--- src/rtl/rsc_encoder_pipe.sv ---
// LTE 8-state RSC constituent encoder (g0 = 1+D^2+D^3, g1 = 1+D+D^3), one bit per cycle.
// Define RSC_TERM_EN to append three trellis-termination tail pairs per block.
module rsc_encoder_pipe #(
  parameter int K_MAX = 6144,
  parameter int CW    = $clog2(K_MAX + 1)
) (
  input  logic          Clock,
  input  logic          nReset,
  input  logic          nClear,
  input  logic          Enable,
  input  logic          in_valid,
  output logic          in_ready,
  input  logic          in_bit,
  input  logic          in_last,
  output logic          out_valid,
  input  logic          out_ready,
  output logic          out_sys,
  output logic          out_par,
  output logic          out_tail,
  output logic          out_last,
  output logic [CW-1:0] blk_len,
  output logic          err_ovf
);

  localparam logic [0:0] ENC  = 1'b0;
`ifdef RSC_TERM_EN
  localparam logic [0:0] TAIL = 1'b1;
`endif

  logic [0:0]    state;
  logic          s1, s2, s3;
  logic [CW-1:0] cnt;
  logic          reg_free;
  logic          accept;
  logic          blk_end;
  logic          f_in, z_in;

  assign reg_free = !out_valid || out_ready;
  assign in_ready = Enable && (state == ENC) && reg_free;
  assign accept   = in_valid && in_ready;
  assign blk_end  = in_last || (cnt == CW'(K_MAX - 1));
  assign f_in     = in_bit ^ s2 ^ s3;
  assign z_in     = f_in ^ s1 ^ s3;

`ifdef RSC_TERM_EN
  logic [1:0] tcnt;
  logic       tail_step;
  logic       out_tail_r;

  assign tail_step = Enable && (state == TAIL) && reg_free;
  assign out_tail  = out_tail_r;
`else
  assign out_tail  = 1'b0;
`endif

  always_ff @(posedge Clock or negedge nReset) begin
    if (!nReset) begin
      state     <= ENC;
      {s1, s2, s3} <= '0;
      cnt       <= '0;
      out_valid <= 1'b0;
      out_sys   <= 1'b0;
      out_par   <= 1'b0;
      out_last  <= 1'b0;
      blk_len   <= '0;
      err_ovf   <= 1'b0;
`ifdef RSC_TERM_EN
      tcnt       <= '0;
      out_tail_r <= 1'b0;
`endif
    end else if (!nClear) begin
      state     <= ENC;
      {s1, s2, s3} <= '0;
      cnt       <= '0;
      out_valid <= 1'b0;
      out_sys   <= 1'b0;
      out_par   <= 1'b0;
      out_last  <= 1'b0;
      blk_len   <= '0;
      err_ovf   <= 1'b0;
`ifdef RSC_TERM_EN
      tcnt       <= '0;
      out_tail_r <= 1'b0;
`endif
    end else if (Enable) begin
      if (accept) begin
        out_valid <= 1'b1;
        out_sys   <= in_bit;
        out_par   <= z_in;
        s1        <= f_in;
        s2        <= s1;
        s3        <= s2;
`ifdef RSC_TERM_EN
        out_tail_r <= 1'b0;
`endif
        if (blk_end) begin
          blk_len <= cnt + 1'b1;
          cnt     <= '0;
          // Hitting K_MAX without in_last closes the block anyway and flags it.
          if (!in_last)
            err_ovf <= 1'b1;
`ifdef RSC_TERM_EN
          state    <= TAIL;
          out_last <= 1'b0;
`else
          out_last <= 1'b1;
          {s1, s2, s3} <= '0;
`endif
        end else begin
          cnt      <= cnt + 1'b1;
          out_last <= 1'b0;
        end
      end
`ifdef RSC_TERM_EN
      else if (tail_step) begin
        // Tail input u = s2^s3 cancels the feedback, so f = 0 shifts in.
        out_valid  <= 1'b1;
        out_sys    <= s2 ^ s3;
        out_par    <= s1 ^ s3;
        out_tail_r <= 1'b1;
        s1         <= 1'b0;
        s2         <= s1;
        s3         <= s2;
        if (tcnt == 2'd2) begin
          tcnt     <= '0;
          out_last <= 1'b1;
          state    <= ENC;
        end else begin
          tcnt     <= tcnt + 2'd1;
          out_last <= 1'b0;
        end
      end
`endif
      else if (out_ready) begin
        out_valid <= 1'b0;
      end
    end
  end

endmodule

--- config.mk ---
export PLATFORM = sky130hd
export DESIGN_NAME = rsc_encoder_pipe
export DESIGN_NICKNAME = d
export VERILOG_FILES = /design/src/rtl/rsc_encoder_pipe.sv
export SDC_FILE = /design/constraint.sdc
export NUM_CORES = 1
export LEC_CHECK = 0
export ABC_AREA = 1
export CAP_MARGIN = 10
export CORE_MARGIN = 1
export CORE_UTILIZATION = 39
export CTS_BUF_LIST = sky130_fd_sc_hd__clkbuf_8 sky130_fd_sc_hd__clkbuf_16
export DETAILED_ROUTE_END_ITERATION = 12
export GPL_TIMING_DRIVEN = 0
export SLEW_MARGIN = 20
export SYNTH_ARGS = -nofsm -noshare
export SYNTH_HDL_FRONTEND = slang
export SYNTH_SLANG_ARGS = --single-unit
--- constraint.sdc ---
create_clock -name Clock -period 2.17 [get_ports Clock]
set_input_delay 0.217 -clock Clock [delete_from_list [all_inputs] [get_ports Clock]]
set_output_delay 0.217 -clock Clock [all_outputs]
set_load 0.03 [all_outputs]
==> results of run 1 <==
-- synth_stat cells, types with 2 or more instances --
library cell / n
nand2_1: 74
dfrtp_1: 34
inv_1: 22
nand3_1: 22
nor2_1: 21
o21ai_0: 15
a21oi_1: 6
nand4_1: 4
buf_4: 3
nand3_2: 3
o22ai_1: 3
clkbuf_1: 2
nand2_2: 2
nand2_4: 2
xor2_1: 2
-- routing by layer --
metal | routed length (um) | share of wire
met2 | 1781 | 0.45
met5 | 0 | 0
met3 | 178 | 0.045
met4 | 37 | 0.0093
met1 | 1983 | 0.50
-- kinds of logic after synthesis --
family / synth area share
AOI/OAI and AO/OA: 0.08494
buffers and inverters: 0.07352
other: 0.002139
adders and majority gates: 0.007137
and+or+nand+nor: 0.3319
DFF: 0.4854
xor gates and xnor gates: 0.01499
-- layout make-up --
cell class / instances / area share
Tap cell: 52 / 0.02971
Clock buffer: 5 / 0.03143
Multi-Input combinational cell: 162 / 0.3531
Timing Repair Buffer: 28 / 0.1337
Inverter: 22 / 0.03771
Clock inverter: 2 / 0.004571
Sequential cell: 34 / 0.3886
Buffer: 7 / 0.02114
-- worst min-delay path by stage --
stage	depth (start not counted)	from	endpoint	slack [ps]
5_1_grt	2	nReset	out_par	450
3_5_place_dp	1	nReset	blk_len[5]	170
4_1_cts	2	nReset	out_last	420
3_3_place_gp	2	out_par	out_par	470
6_report	2	nReset	blk_len[11]	410
2_1_floorplan	0	nReset	blk_len[0]	-80
-- power by group --
part           switching (mW)  total [mW]  internal [mW]
Sequential            0.00665       0.649          0.642
Clock                   0.230       0.446          0.215
Combinational          0.0891       0.141         0.0521
-- metrics by stage --
stage	worst slack, ps	cells
finish	361.1	312
global route	227.5	312
CTS	353.1	312
detailed placement	238.0	304
global placement	100.1	303
floorplan	214.5	225
-- what timing repair did --
action / in CTS / in global routing
resized for setup: 0 / 0
endpoints found under the hold margin: 15 / 0
setup buffers: 0 / 0
hold buffers: 1 / 0
-- critical path, cell delays in order (launching register included) --
cell and delay (ps):
dfrtp_1 410, a21oi_1 200, clkdlybuf4s50_1 700
==> qor.txt, run 1 <==
status - finished clean
EDFF count, synth - 0
r2r worst-path depth - 9
I/O Pins - 28
power density over cell area - 564.5 nW/um^2
Core Util, Final - 0.5064
Starting Density - 0.4054
# rows - 24
Crit Reg-Reg Endpoint - blk_len[11]
cell area after placement - 2101 um^2
nets - 269
RR Startpoint - cnt[0]
post-DP HPWL - 2.939 mm
RSZ-0062 raised after global routing - false
Slew Viols, Final - 0
commonest cells after routing, fill and taps aside - nand2_1 (74), dfrtp_1 (34), clkdlybuf4s50_1 (25)
CP Data Arrival Time - 1590 ps
Worst Tran Pin Value - 533.1 ps
root buffer cell - clkbuf_8
final hold vios - 0
Critical Path End Type - output pin
post-synthesis instance total - 225
antenna fix cells - 0
syn_nets - 234
# fillers - 452
DR pass1 iterations - 4
Residual DRC - 0
vias in the first global route - 1489
met2 Track Usage GR - 0.2859
via count - 1506
top flop regs - blk_len x13, cnt x13
post-route cell area - 2190 um^2
final hold slack - 406.3 ps
setup slack, reg-to-reg - 380 ps
Max Cap Viol - 0
worst skew pair latency - 280 ps
leakage - 1.067 nW
post-route ant nets - 0
clock skew - 5.847 ps
Yosys cell types - 25
GP Congestion - 0.8560
Worst EP required - 1950 ps
Layout area overhead - 24.91%
register area - 850.8 um^2
area of the multi-input gates - 773.2 um^2
Worst-path clk slew - 70 ps
Max IR drop VDD - 0.2458 mV
proportion of layout cells with a drive suffix above 1 - 0.09231
CTS H-Tree Depth - 2
post-synthesis cell area - 1753 um^2
routed vias/inst - 4.827
initial antenna violation count - 0
Synth area leaders - dfrtp_1 (49%), nand2_1 (16%), nand3_1 (6.3%), inv_1 (4.7%), nor2_1 (4.5%)
sequential area share after synthesis - 0.4854
CTS buffer count - 5
Post-Route Setup TNS - 0 ps
largest net degree at the start of global routing - 20
Power Total - 1.236 mW
worst-path maximum fanout - 4
CP Class - reg -> out
WL per Instance - 12.76 um
min Tclk post-route - 1809 ps
gr busiest metal - met2
top_reg_cell synth - dfrtp_1
Starting DRT DRC Count - 83
All-Layer GR Usage - 0.1803
first-pass GRT wire length - 6.886 mm
Post-synth ARST share - 1.000
commonest non-fill, non-tap cell in the layout - nand2_1
critical path endpoint - in_ready
Yosys top cell area share - 0.4854
TritonCTS clock tree - yes
M3 GR Usage - 0.03947
slew margin rel. - 0.6433
Hold Path Class - in -> async
top achievable clock speed - 552.8 MHz
final WL - 3.981 mm
I/O Buffers - 26
Die W - 69.04 um
leading area contributor after synthesis - dfrtp_1
Critical Path Source - out_valid
die area - 4767 um^2
total grt overflow - 0
final setup vio count - 0
Clock Path Buffers - 2
Syn Area/Cell - 7.791 um^2
met1 Use GR - 0.2524
Yosys reg bits - 34
core area - 4324 um^2
Die Ht - 69.04 um
clk sinks - 34
crit start category - flop
crit share post-route - 0.8336
Synth warnings - 0
(Power assumes the default switching activity.)
==> run 2: changes to the inputs <==
clock period = 1.8 ns   (was 2.17 ns; I/O delays follow)
==> qor.txt, run 2 (same netlist as run 1, synthesis figures left out) <==
min Tclk post-route - 1713 ps
crit share post-route - 0.9518
first-pass GRT wire length - 6.513 mm (-5.4%)
routed vias/inst - 4.901 (+1.5%)
I/O Buffers - 26 (unchanged)
CTS H-Tree Depth - 2 (unchanged)
die area - 4767 um^2 (unchanged)
commonest cells after routing, fill and taps aside - nand2_1 (74), dfrtp_1 (34), clkdlybuf4s50_1 (25)
Starting DRT DRC Count - 98 (+18%)
via count - 1539 (+2.2%)
TritonCTS clock tree - yes
clock skew - 6.745 ps (+0.8979 ps)
Final WS setup - 86.72 ps (-274.4 ps)
Worst-path clk slew - 70 ps (about the same)
gr busiest metal - met2
Starting Density - 0.4054 (unchanged)
nets - 270 (+0.37%)
Layout area overhead - 26.98%
power density over cell area - 684.2 nW/um^2 (+21%)
met1 Use GR - 0.2379 (-0.01445)
worst-path maximum fanout - 4 (unchanged)
worst skew pair latency - 280 ps (about the same)
Hold Path Class - in -> async
Post-Route Setup TNS - 0 ps (unchanged)
WL per Instance - 12.19 um (-4.5%)
largest net degree at the start of global routing - 22 (+10%)
Worst Tran Pin Value - 503.5 ps (-29.61 ps)
final WL - 3.827 mm (-3.9%)
All-Layer GR Usage - 0.1705 (-0.009840)
Residual DRC - 0 (unchanged)
crit start category - flop
slew margin rel. - 0.6643 (+0.02105)
core area - 4324 um^2 (unchanged)
status - finished clean
post-DP HPWL - 2.905 mm (-1.2%)
M3 GR Usage - 0.04094 (+0.001462)
met2 Track Usage GR - 0.2589 (-0.02697)
post-route ant nets - 0 (unchanged)
Die Ht - 69.04 um (unchanged)
# rows - 24 (unchanged)
top flop regs - blk_len x13, cnt x13
Place WS - -50.60 ps (-288.6 ps)
clk sinks - 34 (unchanged)
CP Class - reg -> out
total grt overflow - 0 (unchanged)
vias in the first global route - 1395 (-6.3%)
GP Congestion - 0.8487 (-0.85%)
Max Cap Viol - 0 (unchanged)
CP Data Arrival Time - 1530 ps (-60 ps)
proportion of layout cells with a drive suffix above 1 - 0.1107 (+0.01838)
antenna fix cells - 0 (unchanged)
initial antenna violation count - 0 (unchanged)
CTS buffer count - 5 (unchanged)
Critical Path End Type - output pin
Die W - 69.04 um (unchanged)
final setup vio count - 0 (unchanged)
DR pass1 iterations - 4 (unchanged)
RSZ-0062 raised after global routing - true
Worst EP required - 1620 ps (-330 ps)
final hold vios - 0 (unchanged)
Slew Viols, Final - 0 (unchanged)
top achievable clock speed - 583.7 MHz
I/O Pins - 28 (unchanged)
commonest non-fill, non-tap cell in the layout - nand2_1
Max IR drop VDD - 0.2770 mV (+13%)
leakage - 1.082 nW (+1.3%)
root buffer cell - clkbuf_8
Clock Path Buffers - 2 (unchanged)
## run 2: layout make-up
class                           count  area, um^2
Tap cell                           52       65.06
Multi-Input combinational cell    162       789.5
Timing Repair Buffer               29       300.3
Inverter                           22       82.58
Clock buffer                        6       82.58
Clock inverter                      2       8.758
Fill cell                         440        2098
Buffer                              7       46.29
Sequential cell                    34       850.8
## run 2: per-stage QoR
step / hold WS (ps) / util / instance area [um^2] / cells / power, mW
floorplan: -115.6 / - / 1757 / 225 / 0.8872
global placement: 479.3 / 0.4815 / 2082 / 303 / 0.9616
detailed placement: 111.3 / 0.4867 / 2105 / 304 / 0.9680
CTS: 344.4 / 0.5119 / 2213 / 314 / 1.539
global route: 358.8 / 0.5148 / 2226 / 314 / 1.590
finish: 339.4 / 0.5148 / 2226 / 314 / 1.523
## run 2: worst max-delay path, stage by stage, from the launching register on
cell and delay [ps]:
dfrtp_1 420, a21oi_2 160, clkdlybuf4s50_1 680
## run 2: layer usage
layer / up-vias / wire length [um]
li1: 792 / -
met5: - / 0
met1: 710 / 1913
met4: 0 / 54
met2: 33 / 1727
met3: 4 / 132
## run 2: final timing paths
kind | from | to | slack [ps] | cells after the start
setup / recovery | out_valid | in_ready | 90 | 2
hold / removal | nReset | blk_len[7] | 340 | 2
setup reg to reg | cnt[1] | blk_len[10] | 110 | 9
hold reg to reg | out_last | out_last | 490 | 2
max in group asynchronous | nReset | cnt[10] | 1050 | 3
min in group Clock | out_last | out_last | 490 | 2
## run 2: what timing repair did
item                                   4_1_cts  5_1_grt
endpoints found under the hold margin       13        0
gates resized for setup                      0        4
pin swaps                                    0        0
hold buffers                                 1        0
cloned                                       0        0
setup endpoints to repair                    4       19
setup buffers                                1        0
## run 2: report_power, final
group          total (mW)  switching [mW]  internal, mW  leakage, nW
clock network       0.567           0.264         0.303       0.0524
registers           0.782         0.00723         0.775        0.471
logic               0.174           0.109        0.0654        0.558
total                1.52           0.380          1.14         1.08
